## config.mk

```make
export PLATFORM = sky130hd
export DESIGN_NAME = mac_datapath
export DESIGN_NICKNAME = d
export VERILOG_FILES = /design/src/rtl/mac_datapath.sv
export SDC_FILE = /design/constraint.sdc
export NUM_CORES = 1
export LEC_CHECK = 0
export ABC_AREA = 0
export CORE_MARGIN = 4
export CORE_UTILIZATION = 45
export DETAILED_ROUTE_END_ITERATION = 10
export MAX_ROUTING_LAYER = met4
export PLACE_DENSITY_LB_ADDON = 0.05
export RECOVER_POWER = 100
export SLEW_MARGIN = 10
export SYNTH_ARGS = -nofsm -noshare
export SYNTH_HDL_FRONTEND = slang
export SYNTH_SLANG_ARGS = --single-unit
```

## constraint.sdc

```tcl
create_clock -name CLK -period 9.19 [get_ports CLK]
set_input_delay 0.919 -clock CLK [delete_from_list [all_inputs] [get_ports CLK]]
set_output_delay 0.919 -clock CLK [all_outputs]
set_load 0.02 [all_outputs]
```

## src/rtl/mac_datapath.sv

```systemverilog
// -----------------------------------------------------------------------------
// mac_datapath
//
// Multiply-accumulate datapath that sits behind the control FSM. It issues an
// operand index upstream, multiplies the returned A/B pair into a product
// register (stage 0) and folds that product into an accumulator (stage 1).
// Every N_TERMS advancing cycles it publishes one dot product together with an
// overflow flag and a single-cycle DONE pulse. With RUN low the whole pipe
// holds its state, so a freeze simply delays the next result.
//
// Ports:
//   CLK         rising-edge clock
//   RESET       synchronous, active-high reset (wins over RUN)
//   RUN         advance enable from the FSM
//   A_IN, B_IN  operands for the index currently on IDX_OUT (unsigned)
//   IDX_OUT     operand index being issued
//   RESULT_OUT  last completed dot product (mod 2^ACC_WIDTH)
//   OVF_OUT     overflow flag belonging to RESULT_OUT
//   DONE        one-cycle pulse when RESULT_OUT/OVF_OUT are updated
// -----------------------------------------------------------------------------
module mac_datapath #(
   parameter int WIDTH     = 8,
   parameter int ACC_WIDTH = 18,
   parameter int N_TERMS   = 4,
   localparam int IDX_W    = (N_TERMS > 1) ? $clog2(N_TERMS) : 1
) (
   input  logic                 CLK,
   input  logic                 RESET,
   input  logic                 RUN,
   input  logic [WIDTH-1:0]     A_IN,
   input  logic [WIDTH-1:0]     B_IN,
   output logic [IDX_W-1:0]     IDX_OUT,
   output logic [ACC_WIDTH-1:0] RESULT_OUT,
   output logic                 OVF_OUT,
   output logic                 DONE
);

   localparam int              PW       = 2 * WIDTH;
   localparam logic [IDX_W-1:0] LAST_IDX = IDX_W'(N_TERMS - 1);

   // Stage 0: issued index and tagged product register
   logic [IDX_W-1:0]     r_idx;
   logic [PW-1:0]        r_p;
   logic                 r_p_valid;
   logic                 r_p_first;
   logic                 r_p_last;

   // Stage 1: running sum, sticky overflow and published result
   logic [ACC_WIDTH-1:0] r_acc;
   logic                 r_ovf;
   logic [ACC_WIDTH-1:0] r_result;
   logic                 r_ovf_out;
   logic                 r_done;

   logic [PW-1:0]        w_prod;
   logic [ACC_WIDTH-1:0] w_p_ext;
   logic                 w_p_hi_nz;
   logic [ACC_WIDTH:0]   w_sum;
   logic [ACC_WIDTH-1:0] w_acc_next;
   logic                 w_ovf_next;

   assign w_prod = {{WIDTH{1'b0}}, A_IN} * {{WIDTH{1'b0}}, B_IN};

   // Fit the product to the accumulator width. Product bits that do not fit
   // are lost, so any of them being set counts as overflow.
   generate
      if (PW > ACC_WIDTH) begin : g_p_trunc
         assign w_p_ext   = r_p[ACC_WIDTH-1:0];
         assign w_p_hi_nz = |r_p[PW-1:ACC_WIDTH];
      end else if (PW == ACC_WIDTH) begin : g_p_same
         assign w_p_ext   = r_p;
         assign w_p_hi_nz = 1'b0;
      end else begin : g_p_zext
         assign w_p_ext   = {{(ACC_WIDTH-PW){1'b0}}, r_p};
         assign w_p_hi_nz = 1'b0;
      end
   endgenerate

   // The extra top bit of the sum is the carry out of the accumulator.
   assign w_sum = {1'b0, r_acc} + {1'b0, w_p_ext};

   // NOTE: every signal driven here gets a value on every path (defaults
   // first), otherwise synthesis infers a latch to hold the missing case.
   always_comb begin
      w_acc_next = w_sum[ACC_WIDTH-1:0];
      w_ovf_next = r_ovf | w_sum[ACC_WIDTH] | w_p_hi_nz;
      if (r_p_first) begin
         // First term of a set loads instead of adding, which discards the
         // previous set's sum and overflow without needing a bubble cycle.
         w_acc_next = w_p_ext;
         w_ovf_next = w_p_hi_nz;
      end
   end

   // NOTE: state is updated with non-blocking assignments so every register
   // samples the pre-edge values, which is what makes the two stages a pipe.
   always_ff @(posedge CLK) begin
      if (RESET) begin
         r_idx     <= '0;
         r_p       <= '0;
         r_p_valid <= 1'b0;
         r_p_first <= 1'b0;
         r_p_last  <= 1'b0;
         r_acc     <= '0;
         r_ovf     <= 1'b0;
         r_result  <= '0;
         r_ovf_out <= 1'b0;
         r_done    <= 1'b0;
      end else begin
         r_done <= 1'b0;
         if (RUN) begin
            r_p       <= w_prod;
            r_p_valid <= 1'b1;
            r_p_first <= (r_idx == '0);
            r_p_last  <= (r_idx == LAST_IDX);
            r_idx     <= (r_idx == LAST_IDX) ? '0 : r_idx + 1'b1;

            if (r_p_valid) begin
               r_acc <= w_acc_next;
               r_ovf <= w_ovf_next;
               if (r_p_last) begin
                  r_result  <= w_acc_next;
                  r_ovf_out <= w_ovf_next;
                  r_done    <= 1'b1;
               end
            end
         end
      end
   end

   assign IDX_OUT    = r_idx;
   assign RESULT_OUT = r_result;
   assign OVF_OUT    = r_ovf_out;
   assign DONE       = r_done;

endmodule

```

# == Word level (Yosys, flattened, before mapping) ==
# Index checks and enable logic that the tools add are counted.
# word_totals
regBits,60
# classes
add_sub_neg,2
n_mul,1
eq_ne,1
muxes,4
n_bitwise,3
reduce_logical,4
# ops
operator,count
18-bit by 16-bit adder with 19-bit output,1
18-bit two-way mux,1
8-bit by 8-bit multiplier with 16-bit output,1
3-bit AND reduction,1
3-bit OR reduction,1
"2-bit by 1-bit adder with 2-bit output, second input constant",1
"2-bit == test, second input constant",1
2-bit logical NOT,1
1-bit two-way mux,2
2-bit two-way mux,1
1-bit NOT,2
2-bit AND reduction,1
1-bit OR,1

# == Logic depth before layout (Yosys ltp) ==
# Gate-level depths: netlist of run 1.
# depth
word_depth,3
mapped_depth,17

# == Worst setup path after synthesis of run 1 ==
# No wires, ideal clock.
# synth_path
path_type,input to register
start,in A_IN[1]
end,reg r_p[12]
setup_time_ns,0.134
t_arrival_ns,4.770
required_ns,9.056
path_slack_ns,4.285
path_stages,15
cell_sequence,and2_1 > fa_1 > fa_1 > inv_1 > fa_1 > fa_1 > inv_1 > ha_1 > a21o_1 > a21oi_2 > nand2_2 > a31oi_4 > o21bai_1 > and3_1 > or4_1
# synth_via
elab_chain_len,1
# synth_lines
item,line,source
from (decl),30,"input logic [WIDTH-1:0] A_IN,"
8-bit by 8-bit multiplier with 16-bit output,62,"assign w_prod = {{WIDTH{1'b0}}, A_IN} * {{WIDTH{1'b0}}, B_IN};"
to (signal assigned),112,r_p <= w_prod;
to (decl),43,logic [PW-1:0] r_p;
# No other way between the ends.
# A chain may end at the register's enable or synchronous reset.

# == Final worst setup path of run 1 ==
# Ends and elaborated chain as after synthesis.

==> run metrics, run 1 <==
Synth cell types 55; largest net degree at the start of global routing 76; hold_buf cts 0; Total GRT Usage 0.1855; Top FF cell, synth dfxtp_1; root cell of the clock tree clkbuf_16; post-CTS setup buffer count 0; RSZ-0062 raised after global routing false; Synth top cells by count nor2_1 (62), dfxtp_1 (60), inv_1 (56); Hold Path Class reg2reg; Reg area 0.001201 mm^2; Post-synth EDFFs 0; syn nets 730; ranking of synthesized cells by area dfxtp_1 (23%), fa_1 (14%), ha_1 (13%), and2_1 (5.7%), nor2_1 (4.4%); Synth area leader dfxtp_1; Period Utilization, post-route 0.6048; Worst setup SP type input pin; DR vias 4225; Initial Utilization 0.4592; Yosys warnings 0; most numerous cell in the Yosys netlist nor2_1; maxcap violations 2; P per Cell Area 185.7 mW/mm^2; Fill cells 1089; Routability Congestion 0.8849; Fin Setup TNS 0 ps; Post-DP Area 0.005736 mm^2; final hold viol count 0; drt via density 5.314; Final setup viols 0; Final Power 1113 uW; CTS buffer count 9; Worst-Margin Slew 1657 ps; Skew-Pair Late Insertion Delay 330 ps; clk_skew 4.856 ps; DRT Pass-1 Iters 4; ys async rst share 0; Tmin final 5558 ps; Yosys top cell area share 0.2291; # diodes 0; Leak 0.002645 uW; Gate Count Post-Synth 620; share of cells above drive strength 1 0.03988; core area 0.01142 mm^2; Synth Register Bits 60; number of port buffers 40; maximum vdd drop 107.4 uV; WP data arrival 5760 ps; Mapped Area 0.005244 mm^2; area taken by multi-input logic gates 0.003694 mm^2; residual DRC count 0; I/O pin count 41; number of DRC markers in iteration 0 201; Clk pin slew, worst setup/hold paths 50 ps; drt wl/cell 14.45 um; Final Max Tran Viols 59; H-tree levels 3; CP endpoint kind flop; Total Routed Length 11490 um; final net count 757; vias in the first global route 4145; Max Buffers Root-to-Sink 2; cts repair resizes 0; slew margin rel. -0.1050; initial antenna violation count 0; DIE AREA 0.01344 mm^2; violated checks max-capacitance violations, max-slew violations; sequential area share after synthesis 0.2291; gr ovfl total 0; Final HPWL DP 8915 um; fin util 0.5250; CTS tree done; fin area 0.005995 mm^2; ANT nets after route 0; first-pass GRT wire length 19510 um; WP data required 9390 ps; Vert. Die Dim 116.0 um; Area Overhead vs Synth 14.32%; FP Rows 39; critical path type in2reg; fmax 0.1799 GHz; clock sinks 60; CP max FO 8; status finished, violations left; synthesized area per cell 8.458 um^2; die width 116.0 um; hold slack 448.9 ps
cell families after synthesis:
family	Yosys count	synth area share
AO/OA/AOI/OAI	129	0.1649
AND/OR/NAND/NOR	219	0.2081
adder cells (fa/ha/maj)	91	0.2701
XOR/XNOR	19	0.03173
buffers and inverters	84	0.06156
flip-flops	60	0.2291
multiplexers	18	0.03460
cells in the final DEF, fill, tap and decap left out, types with 3 or more instances in the layout:
cell type and n:
o211ai_1 4, nand2_1 52, a2111oi_0 3, a211oi_1 30, clkinvlp_4 3, mux2i_1 17, nor3_1 12, xor2_1 9
nand3_1 5, clkinv_2 3, and2_1 45, o31ai_1 3, nand4_1 4, o21a_1 5, dlygate4sd3_1 24, and2_0 3
nand2b_1 7, xnor2_1 10, clkdlybuf4s50_1 15, a21o_1 6, inv_1 56, or4_1 5, o21ai_0 16, a21oi_1 41
ha_1 54, fa_1 37, nor2b_1 7, and3_1 4, clkbuf_16 9, nor2_1 62, dfxtp_1 60
per-layer routing:
layer  routed length, um  track usage  vias up
met2                5410       0.3099       68
met5                   0            -        -
met4                 243      0.06419        0
met1                5513       0.2348     1966
met3                 320      0.01828       17
li1                    -            -     2174
cell type report:
type	instances	area share
sequential	60	0.2004
tap	143	0.02985
multi-input combinational	476	0.6162
clock inverter	7	0.01127
inverter	56	0.03507
clock buffer	9	0.03757
timing repair buffer	44	0.06971
worst paths after layout:
path	from	end	slack, ps	depth (start not counted)
max reg2reg	r_p_valid	OVF_OUT	5920	5
max	A_IN[1]	r_p[12]	3630	16
min	OVF_OUT	OVF_OUT	450	2
min reg2reg	OVF_OUT	OVF_OUT	450	2
sequential cells by signal, indices dropped and copies added, names as in the netlist:
signal / flops
r_ovf: 1
r_acc: 18
RESULT_OUT: 18
r_p_last: 1
r_p_first: 1
OVF_OUT: 1
r_p_valid: 1
DONE: 1
IDX_OUT: 2
r_p: 16
through the flow:
| stage | std cells | setup slack [ps] |
|---|---|---|
| global placement | 779 | 3590 |
| global route | 795 | 3380 |
| finish | 795 | 3632 |
| detailed placement | 779 | 3517 |
| CTS | 795 | 3847 |
| floorplan | 620 | 4285 |
where the power goes:
group | total (uW) | leakage [uW] | internal, uW | switching (uW)
registers | 309 | 0.000489 | 285 | 23.6
logic | 477 | 0.00202 | 202 | 275
clock network | 328 | 0.000137 | 208 | 120
critical path, stage by stage:
cell and delay, ps:
dlygate4sd3_1 640, and2_0 220, fa_1 470, fa_1 540
inv_1 50, fa_1 460, fa_1 540, inv_1 40
ha_1 340, a21o_1 200, a21oi_1 140, nand2_1 110
a31oi_1 310, o21bai_1 120, and3_1 170, or4_1 480
(Power assumes the default switching activity.)
==> inputs of run 2 (changes only) <==
Clock period 9.19 ns to 5.4 ns, I/O delays scaled along.
==> run 2 against run 1 <==
Effect of this change:
- the flow now finishes without violations
- non-clock buffer count increased by 2
- die area did not move
- final cell count rose by 0.25%
- register-to-register slack worse by 3200 ps
- critical endpoint unchanged
- largest cell class unchanged
- largest power group unchanged
- highest routed layer unchanged
==> run metrics, run 2 (synthesis results as in run 1) <==
post-CTS setup buffer count 0; maximum vdd drop 229.6 uV; Fin Setup TNS 0 ps; Skew-Pair Late Insertion Delay 330 ps; Final HPWL DP 9168 um; Total Routed Length 11710 um; Routability Congestion 0.8973; drt wl/cell 14.69 um; worst hold stages 2; Clk pin slew, worst setup/hold paths 50 ps; vias in the first global route 4226; number of port buffers 40; residual DRC count 0; final hold viol count 0; maxcap violations 0; worst reg2reg path depth 10; Worst setup SP type input pin; commonest non-fill, non-tap cell in the layout nor2_1; Final Max Tran Viols 0; CTS tree done; clock sinks 60; root cell of the clock tree clkbuf_16; DIE AREA 0.01344 mm^2; WP data arrival 5300 ps; die width 116.0 um; Total GRT Usage 0.1907; ANT nets after route 0; Tmin final 5094 ps; DRT Pass-1 Iters 4; gr ovfl total 0; RSZ-0062 raised after global routing false; CP max FO 4; final net count 759; FP Rows 39; Vert. Die Dim 116.0 um; H-tree levels 3; slew margin rel. 0.09691; largest net degree at the start of global routing 76; clk_skew 7.519 ps; I/O pin count 41; fin area 0.006092 mm^2; status finished clean; fmax 0.1963 GHz; first-pass GRT wire length 20120 um; Leak 0.002695 uW; WP data required 5600 ps; cts repair resizes 0; Area Overhead vs Synth 16.18%; Initial Utilization 0.4592; Final Power 2063 uW; DR vias 4278; Worst-Margin Slew 1355 ps; CP endpoint kind flop; initial antenna violation count 0; drt via density 5.368; core area 0.01142 mm^2; critical path type in2reg; Post-DP Area 0.005751 mm^2; hold_buf cts 0; Max Buffers Root-to-Sink 2; number of DRC markers in iteration 0 181; Final setup viols 0; P per Cell Area 338.6 mW/mm^2; Hold Path Class reg2reg; # diodes 0; CTS buffer count 9; share of cells above drive strength 1 0.04281; Period Utilization, post-route 0.9433; commonest non-fill, non-tap cells in the layout nor2_1 (62), dfxtp_1 (60), inv_1 (56), ha_1 (54), nand2_1 (52); R2R setup slack 2770 ps
==> run 2: metrics by stage <==
stage	hold slack [ps]	setup WS [ps]	utilization	cells
after global routing	491.9	111.3	0.5335	797
after detailed placement	444.3	78.47	0.5036	781
final	446.0	306.1	0.5335	797
after floorplan	453.0	874.4	-	620
after global placement	436.4	221.1	0.5036	781
after CTS	451.4	429.0	0.5355	797
==> run 2: area by class of cell <==
cell class                      instances  area [um^2]
Fill cell                            1105         5326
Multi-Input combinational cell        476         3709
Tap cell                              143        178.9
Sequential cell                        60         1201
Clock buffer                            9        225.2
Timing Repair Buffer                   46        429.2
Inverter                               56        210.2
Clock inverter                          7        138.9
==> run 2: where the power goes <==
| part | internal [uW] | switching (uW) | total [uW] |
|---|---|---|---|
| combinational | 352 | 486 | 838 |
| clock | 496 | 203 | 698 |
| sequential | 485 | 40.5 | 526 |
==> run 2: final timing paths <==
kind / endpoint / from
max reg2reg: r_acc[14] / r_p[0]
max: r_p[12] / A_IN[1]
min: OVF_OUT / OVF_OUT
min reg2reg: OVF_OUT / OVF_OUT
==> run 2: worst max-delay path, cell delays in order <==
cell,delay [ps]
dlygate4sd3_1,600
and2_0,210
fa_1,470
fa_1,550
inv_1,50
fa_1,460
fa_1,540
inv_1,40
ha_1,350
a21o_1,210
a21oi_1,150
nand2_1,130
a31oi_4,240
o21bai_1,100
and3_1,170
or4_1,490
==> run 2: per-layer routing <==
| metal | GRT usage | up-vias | wire [um] |
|---|---|---|---|
| met5 | - | - | 0 |
| met4 | 0.05027 | 0 | 157 |
| met3 | 0.03238 | 15 | 376 |
| met2 | 0.3092 | 70 | 5610 |
| met1 | 0.2477 | 2010 | 5564 |
| li1 | - | 2183 | - |
